<file path="config.mk">
export PLATFORM = sky130hd
export DESIGN_NAME = bp_cce_lce_in_arbiter
export DESIGN_NICKNAME = d
export VERILOG_FILES = /design/src/rtl/bp_cce_lce_in_arbiter.sv
export SDC_FILE = /design/constraint.sdc
export NUM_CORES = 1
export LEC_CHECK = 0
export ABC_AREA = 1
export ABC_CLOCK_PERIOD_IN_PS = 1900
export BUFFER_PORTS_ARGS = -buffer_cell sky130_fd_sc_hd__buf_4
export CAP_MARGIN = 20
export CORE_MARGIN = 10
export CORE_UTILIZATION = 40
export DETAILED_ROUTE_END_ITERATION = 10
export PLACE_DENSITY = 0.78
export SLEW_MARGIN = 5
export SYNTH_ARGS = -nofsm -noshare
export SYNTH_HDL_FRONTEND = slang
export SYNTH_SLANG_ARGS = --single-unit
</file>
<file path="constraint.sdc">
create_clock -name clk_i -period 1.9 [get_ports clk_i]
set_clock_uncertainty 0.05 [all_clocks]
set_input_delay 0 -clock clk_i [delete_from_list [all_inputs] [get_ports clk_i]]
set_output_delay 0 -clock clk_i [all_outputs]
set_load 0.05 [all_outputs]
</file>
<file path="src/rtl/bp_cce_lce_in_arbiter.sv">
// Round-robin arbiter feeding one registered output slot into the CCE LCE-request port.
// Includes a freeze control for boot/config and a saturating stall counter for debug.
module bp_cce_lce_in_arbiter #(
  parameter int num_req_p         = 4,
  parameter int width_p           = 64,
  parameter int stall_cnt_width_p = 16
) (
  input  logic                           clk_i,
  input  logic                           reset_n_i,
  input  logic                           freeze_i,
  input  logic [num_req_p*width_p-1:0]   req_data_i,
  input  logic [num_req_p-1:0]           req_v_i,
  output logic [num_req_p-1:0]           req_yumi_o,
  output logic [width_p-1:0]             data_o,
  output logic [$clog2(num_req_p)-1:0]   src_o,
  output logic                           v_o,
  input  logic                           ready_i,
  output logic [stall_cnt_width_p-1:0]   stall_cnt_o
);

  localparam int src_width_lp = $clog2(num_req_p);

  logic                         out_v_r;
  logic [width_p-1:0]           out_data_r;
  logic [src_width_lp-1:0]      out_src_r;
  logic [src_width_lp-1:0]      rr_ptr_r;
  logic [stall_cnt_width_p-1:0] stall_cnt_r;

  logic                         space_s;
  logic                         accept_s;
  logic [src_width_lp:0]        cand_s;
  logic [src_width_lp-1:0]      grant_idx_s;

  // Yumi is suppressed during reset so no requester drops a message that is then lost.
  assign space_s  = ~out_v_r | ready_i;
  assign accept_s = reset_n_i & ~freeze_i & (|req_v_i) & space_s;

  // Round-robin search; farthest offset first so the nearest valid requester after rr_ptr_r wins.
  always_comb begin
    grant_idx_s = '0;
    cand_s      = '0;
    for (int off = num_req_p; off >= 1; off--) begin
      cand_s = {1'b0, rr_ptr_r} + (src_width_lp+1)'(off);
      if (cand_s >= (src_width_lp+1)'(num_req_p)) begin
        cand_s = cand_s - (src_width_lp+1)'(num_req_p);
      end else begin
        cand_s = cand_s;
      end
      if (req_v_i[cand_s[src_width_lp-1:0]]) begin
        grant_idx_s = cand_s[src_width_lp-1:0];
      end else begin
        grant_idx_s = grant_idx_s;
      end
    end
  end

  // One-hot consume acknowledge for the selected requester.
  always_comb begin
    req_yumi_o = '0;
    if (accept_s) begin
      req_yumi_o[grant_idx_s] = 1'b1;
    end else begin
      req_yumi_o = '0;
    end
  end

  // Output slot and pointer: accept overwrites even while draining, so no bubble appears.
  always_ff @(posedge clk_i or negedge reset_n_i) begin
    if (!reset_n_i) begin
      out_v_r    <= 1'b0;
      out_data_r <= '0;
      out_src_r  <= '0;
      rr_ptr_r   <= src_width_lp'(num_req_p - 1);
    end else if (accept_s) begin
      out_v_r    <= 1'b1;
      out_data_r <= req_data_i[grant_idx_s*width_p +: width_p];
      out_src_r  <= grant_idx_s;
      rr_ptr_r   <= grant_idx_s;
    end else if (out_v_r & ready_i) begin
      out_v_r    <= 1'b0;
    end
  end

  // Saturating count of cycles where someone is waiting but nothing was granted.
  always_ff @(posedge clk_i or negedge reset_n_i) begin
    if (!reset_n_i) begin
      stall_cnt_r <= '0;
    end else if ((|req_v_i) & ~accept_s & ~(&stall_cnt_r)) begin
      stall_cnt_r <= stall_cnt_r + stall_cnt_width_p'(1);
    end
  end

  assign v_o         = out_v_r;
  assign data_o      = out_data_r;
  assign src_o       = out_src_r;
  assign stall_cnt_o = stall_cnt_r;

endmodule

</file>
Word level (Yosys, flattened, before mapping)
Index checks and enable logic that the tools add are counted.
Cells by class
  reductions and logical operators: 4
  shift-type cells: 1
  bitwise gates (word level): 11
  muxes and demuxes: 21
  add/subtract/negate cells: 9
  magnitude comparators: 10
Operator list (count)
  indexed part select 256 x 9 -> 64 bit: 1
  adder 16 x 1 -> 16 bit, second input constant: 1
  2-to-1 mux 2 bit: 8
  AND reduction 16 bit: 1
  less-than comparator 2 x 3 -> 1 bit, second input constant: 5
  greater-or-equal comparator 3 bit, second input constant: 4
  binary-select mux 1 bit (select 2 bit): 4
  subtractor 2 x 1 -> 2 bit, second input constant: 4
  2-to-1 mux 1 bit: 7
  adder 2 x 2 -> 3 bit, second input constant: 2
  bitwise AND 1 bit: 6
  2-to-1 mux 4 bit: 1
  NOT 1 bit: 4
  OR reduction 4 bit: 1
  adder 2 x 1 -> 3 bit, second input constant: 1
  adder 2 x 3 -> 3 bit, second input constant: 1
  demux 1 bit (select 2 bit): 1
  greater-or-equal comparator 2 x 1 -> 1 bit, second input constant: 1
  nonzero test 2 bit: 1
  logical AND 1 bit: 1
  bitwise OR 1 bit: 1
Storage, ports and cells
  logic and storage cells: 61
  output and inout bits: 87
  bits of input ports: 264
  register bits: 85

Longest topological paths before layout
  depth in word-level cells: 14
  gate-level depth with buffers: 17
  mapped depth without buffers: 14

Least setup slack after synthesis
No wires, ideal clock.
  kind: flip-flop to output port
  start: register rr_ptr_r[0]
  end: output port req_yumi_o[1]
  stages on the path, launching flop included: 14
  arrival: 2215 ps
  slack: -365 ps
  buffers on the path: 3
  required time: 1850 ps
  path through: dfstp_2 buf_4 nand2_1 o21ai_1 nand2_1 nand2_1 nand2_2 nand2_1 nand2_2 nand2_2 buf_4 buf_4 nand2_1 nor2_1
Between the ends
  longest elaborated chain between the ends: 14
  elaborated cells between the ends (all ways): 34
  classes of those cells: add/sub (8); order compare (6); mux (19); reduce/logical (1)
RTL lines
  start: declaration: line 26  | logic [src_width_lp-1:0] rr_ptr_r;
  start signal: assignment: line 73  | rr_ptr_r <= src_width_lp'(num_req_p - 1);
  start signal: assignment: line 78  | rr_ptr_r <= grant_idx_s;
  adder 2 x 3 -> 3 bit: line 43  | cand_s = {1'b0, rr_ptr_r} + (src_width_lp+1)'(off);
  greater-or-equal comparator 3 bit / subtractor 2 x 1 -> 2 bit (equally long branches): line 44, 45
  2-to-1 mux 2 bit: line 44  | if (cand_s >= (src_width_lp+1)'(num_req_p)) begin
  binary-select mux 1 bit (select 2 bit): line 49  | if (req_v_i[cand_s[src_width_lp-1:0]]) begin
  2-to-1 mux 1 bit (implied by the code): line 49
  2-to-1 mux 2 bit (3 in a row): line 49
  2-to-1 mux 2 bit *: line 49
  less-than comparator 2 x 3 -> 1 bit (implied by the code) / greater-or-equal comparator 2 x 1 -> 1 bit (equally long branches): line 61  | req_yumi_o[grant_idx_s] = 1'b1;
  logical AND 1 bit (implied by the code): line 61
  2-to-1 mux 1 bit (implied by the code): line 61
  demux 1 bit (select 2 bit) *: line 61
  2-to-1 mux 4 bit *: line 60  | if (accept_s) begin
  end: declaration: line 13  | output logic [num_req_p-1:0] req_yumi_o,
Every way passes the cells marked *; elsewhere a longest branch is shown, timed or not. The select of a mux whose other input is x is not followed.

Worst setup path in the final report
  start: register rr_ptr_r[0]
  end: register out_data_r[57], in the netlist data_o[57]
Between the ends
  longest elaborated chain between the ends: 10
  elaborated cells between the ends (all ways): 29
  classes of those cells: add/sub (8); order compare (4); shift (1); mux (16)
RTL lines
  adder 2 x 3 -> 3 bit: line 43
  greater-or-equal comparator 3 bit / subtractor 2 x 1 -> 2 bit (equally long branches): line 44, 45
  2-to-1 mux 2 bit: line 44
  binary-select mux 1 bit (select 2 bit): line 49
  2-to-1 mux 1 bit (implied by the code): line 49
  2-to-1 mux 2 bit (3 in a row): line 49
  2-to-1 mux 2 bit *: line 49
  indexed part select 256 x 9 -> 64 bit *: line 76  | out_data_r <= req_data_i[grant_idx_s*width_p +: width_p];
  end signal: assignment: line 76
  end: declaration: line 24  | logic [width_p-1:0] out_data_r;
Marked as above.
A chain may end at the register's enable or synchronous reset.

==> results_dict.tcl <==
set metrics [dict create \
    rrSetupSlack_ns -0.35 \
    crit_type "flip-flop to flip-flop" \
    cap_violations 0 \
    cts.sinks 85 \
    startpoint_type "flip-flop" \
    wirelength_um 31550 \
    worst_setup_path_end_kind "flip-flop" \
    synthCells 1182 \
    rows 47 \
    slew_violations 0 \
    syn_to_final_growth_pct 76.93 \
    ir_drop_mv 1.363 \
    hold_path_class "input port to flip-flop" \
    cts_buffer_depth 2 \
    vias 9164 \
    drc_errors 0 \
    p_leak_nw 7.375 \
    yosysSeqAreaShare 0.3129 \
    antenna_left 0 \
    grt_pass1_wl_um 43630 \
    outcome "complete, but fails checks" \
    max_freq_ghz 0.4435 \
    worst_slew_pin_slew_ns 0.5791 \
    pre_cts_ws_ns -0.1922 \
    die_area_mm2 0.02263 \
    fin_ws_ns -0.3546 \
    final-hold-violation-count 0 \
    drtIter0Drc 567 \
    syn_avg_cell_area_um2 5.758 \
    clkTransAtPathRegs_ns 0.07 \
    slew_headroom 0.6139 \
    powerDensity_mw_per_mm2 2115 \
    rsz0062_at_grt "yes" \
    finalCritPeriodShare 1.187 \
    nFillCells 1316 \
    htreeDepth 3 \
    synth_seq_cells 85 \
    yosys_warnings 0 \
    synth_cell_types 25 \
    grt_use_total 0.2408 \
    grt-ovfl-total 0 \
    grt_max_degree 66 \
    violations "negative setup slack" \
    antenna_found_initial 0 \
    critPathArrivalTime_ns 2.43 \
    routedWlPerCell_um 17.14 \
    nNetsFinal 1881 \
    drt_first_pass_iters 5 \
    syn_nets 1447 \
    die_x_um 150.4 \
    coreArea_mm2 0.01664 \
    die_h_um 150.4 \
    cts_buffers 9 \
    worst-endpoint-required_ns 2.07 \
    final_util 0.7236 \
    drive_gt1_frac 0.3510 \
    first_global_vias 8687 \
    antenna_cells 0 \
    cts_tree "done" \
    total_power_mw 25.47 \
    place_hpwl_um 20490 \
    ioPinCount 351 \
    vias_per_cell 4.978 \
    root_buffer "clkbuf_16" \
    finalSetupViolations 68 \
    syn_area_mm2 0.006807 \
    start_util 0.4090 \
    gp_congestion 0.9084 \
    crit_fanout 7 \
    post-route-min-period_ns 2.255 \
    portBuffers 350 \
    clock_latency_ns 0.34 \
]
==> area by class of cell <==
class / count / area (µm²) / area share
Clock buffer: 10 / 239.0 / 0.01984
Clock inverter: 6 / 43.79 / 0.003636
Inverter: 278 / 1051 / 0.08727
Multi-Input combinational cell: 748 / 3715 / 0.3085
Sequential cell: 85 / 2135 / 0.1772
Tap cell: 220 / 275.3 / 0.02286
Timing Repair Buffer: 494 / 4584 / 0.3807
==> kinds of logic (layout without fill, tap and decap cells) <==
| kind of cell | Yosys count | count (layout) | share of synthesized area |
|---|---|---|---|
| simple gates | 727 | 727 | 0.4553 |
| buf+inv | 349 | 788 | 0.2066 |
| flops | 85 | 85 | 0.3129 |
| xor+xnor | 14 | 14 | 0.01802 |
| compound gates | 5 | 5 | 0.003674 |
| fa+ha+maj | 1 | 1 | 0.001838 |
| mux | 1 | 1 | 0.001654 |
==> power by group <==
part	internal [mW]	total (mW)	switching, mW	leakage [nW]
combinational	8.78	20.7	11.9	6.19
sequential	2.59	3.09	0.497	1.05
clock	0.932	1.70	0.768	0.140
total	12.3	25.5	13.2	7.37
==> registers in the layout, summed over array words and instances, names as in the netlist <==
register     flops
data_o          64
rr_ptr_r         2
v_o              1
stall_cnt_o     16
src_o            2
==> cell usage after synthesis, drive strengths merged <==
library cell	n	area (µm²)
nand4	5	31.28
nand2	428	1614
nor2	18	67.56
o21ai	4	20.01
dfrtp	83	2077
nor3	5	25.02
dfstp	2	52.55
mux2	1	11.26
clkinv	1	3.750
xor2	11	96.34
a21oi	1	5.000
buf	49	274.0
nand3	271	1361
xnor2	3	26.28
inv	277	1042
ha	1	12.51
clkbuf	22	86.34
==> through the flow <==
stage                     area, µm²  TNS (ns)  std cells  hold slack [ns]
after floorplan                6862    -1.045       1182          -0.3456
after CTS                     11120    -15.00       1812        0.0004977
final                         12040    -17.83       1841         0.001857
after global routing          12040    -27.42       1841          0.02222
after detailed placement      10020    -9.807       1735          0.09093
after global placement        10020    -7.394       1735          0.09710
==> path summary, 6_finish.rpt <==
kind | from | end | depth (start not counted)
min in group asynchronous | reset_n_i | stall_cnt_o[13] | 3
min | req_data_i[69] | data_o[5] | 7
min reg2reg | data_o[48] | data_o[48] | 2
max in group asynchronous | reset_n_i | v_o | 4
max reg2reg | rr_ptr_r[0] | data_o[57] | 17
max | rr_ptr_r[0] | data_o[57] | 17
==> cells in the final DEF (no fill, tap or decap), drive strengths merged, types with 11 or more instances in the layout <==
cell and count:
inv 280, xor2 11, nand2 428, clkbuf 22
nand3 271, nor2 18, dfrtp 83, dlygate4sd3 47
buf 435
==> worst max-delay path, stage by stage, from the launching register on <==
cell and delay (ns):
dfstp_2 0.58, buf_12 0.14, nand2_2 0.05, nand2_2 0.09, nand2_1 0.08, nand2_1 0.08, inv_2 0.05, nand2_2 0.07
nand2_4 0.09, nand2_8 0.13, buf_12 0.12, buf_8 0.12, buf_16 0.13, nand2_1 0.06, nand3_1 0.08, nand2_1 0.07
nand2_1 0.07, nand2_1 0.06
==> layer usage <==
| layer | GRT usage | up-vias | routed length (µm) |
|---|---|---|---|
| li1 | - | 4395 | - |
| met1 | 0.2602 | 4167 | 10900 |
| met2 | 0.4101 | 484 | 15690 |
| met3 | 0.07413 | 118 | 3178 |
| met4 | 0.1370 | 0 | 1778 |
| met5 | 0 | - | 0 |
==> repair_timing <==
| item | 4_1_cts | 5_1_grt |
|---|---|---|
| cloned | 5 | 15 |
| resized for setup | 32 | 121 |
| pin swaps | 10 | 55 |
| setup buffers | 9 | 16 |
| endpoints found under the hold margin | 72 | 0 |
| endpoints found under the setup margin | 71 | 75 |
| hold buffers | 47 | 0 |
Power figures use the tool's default switching activity.
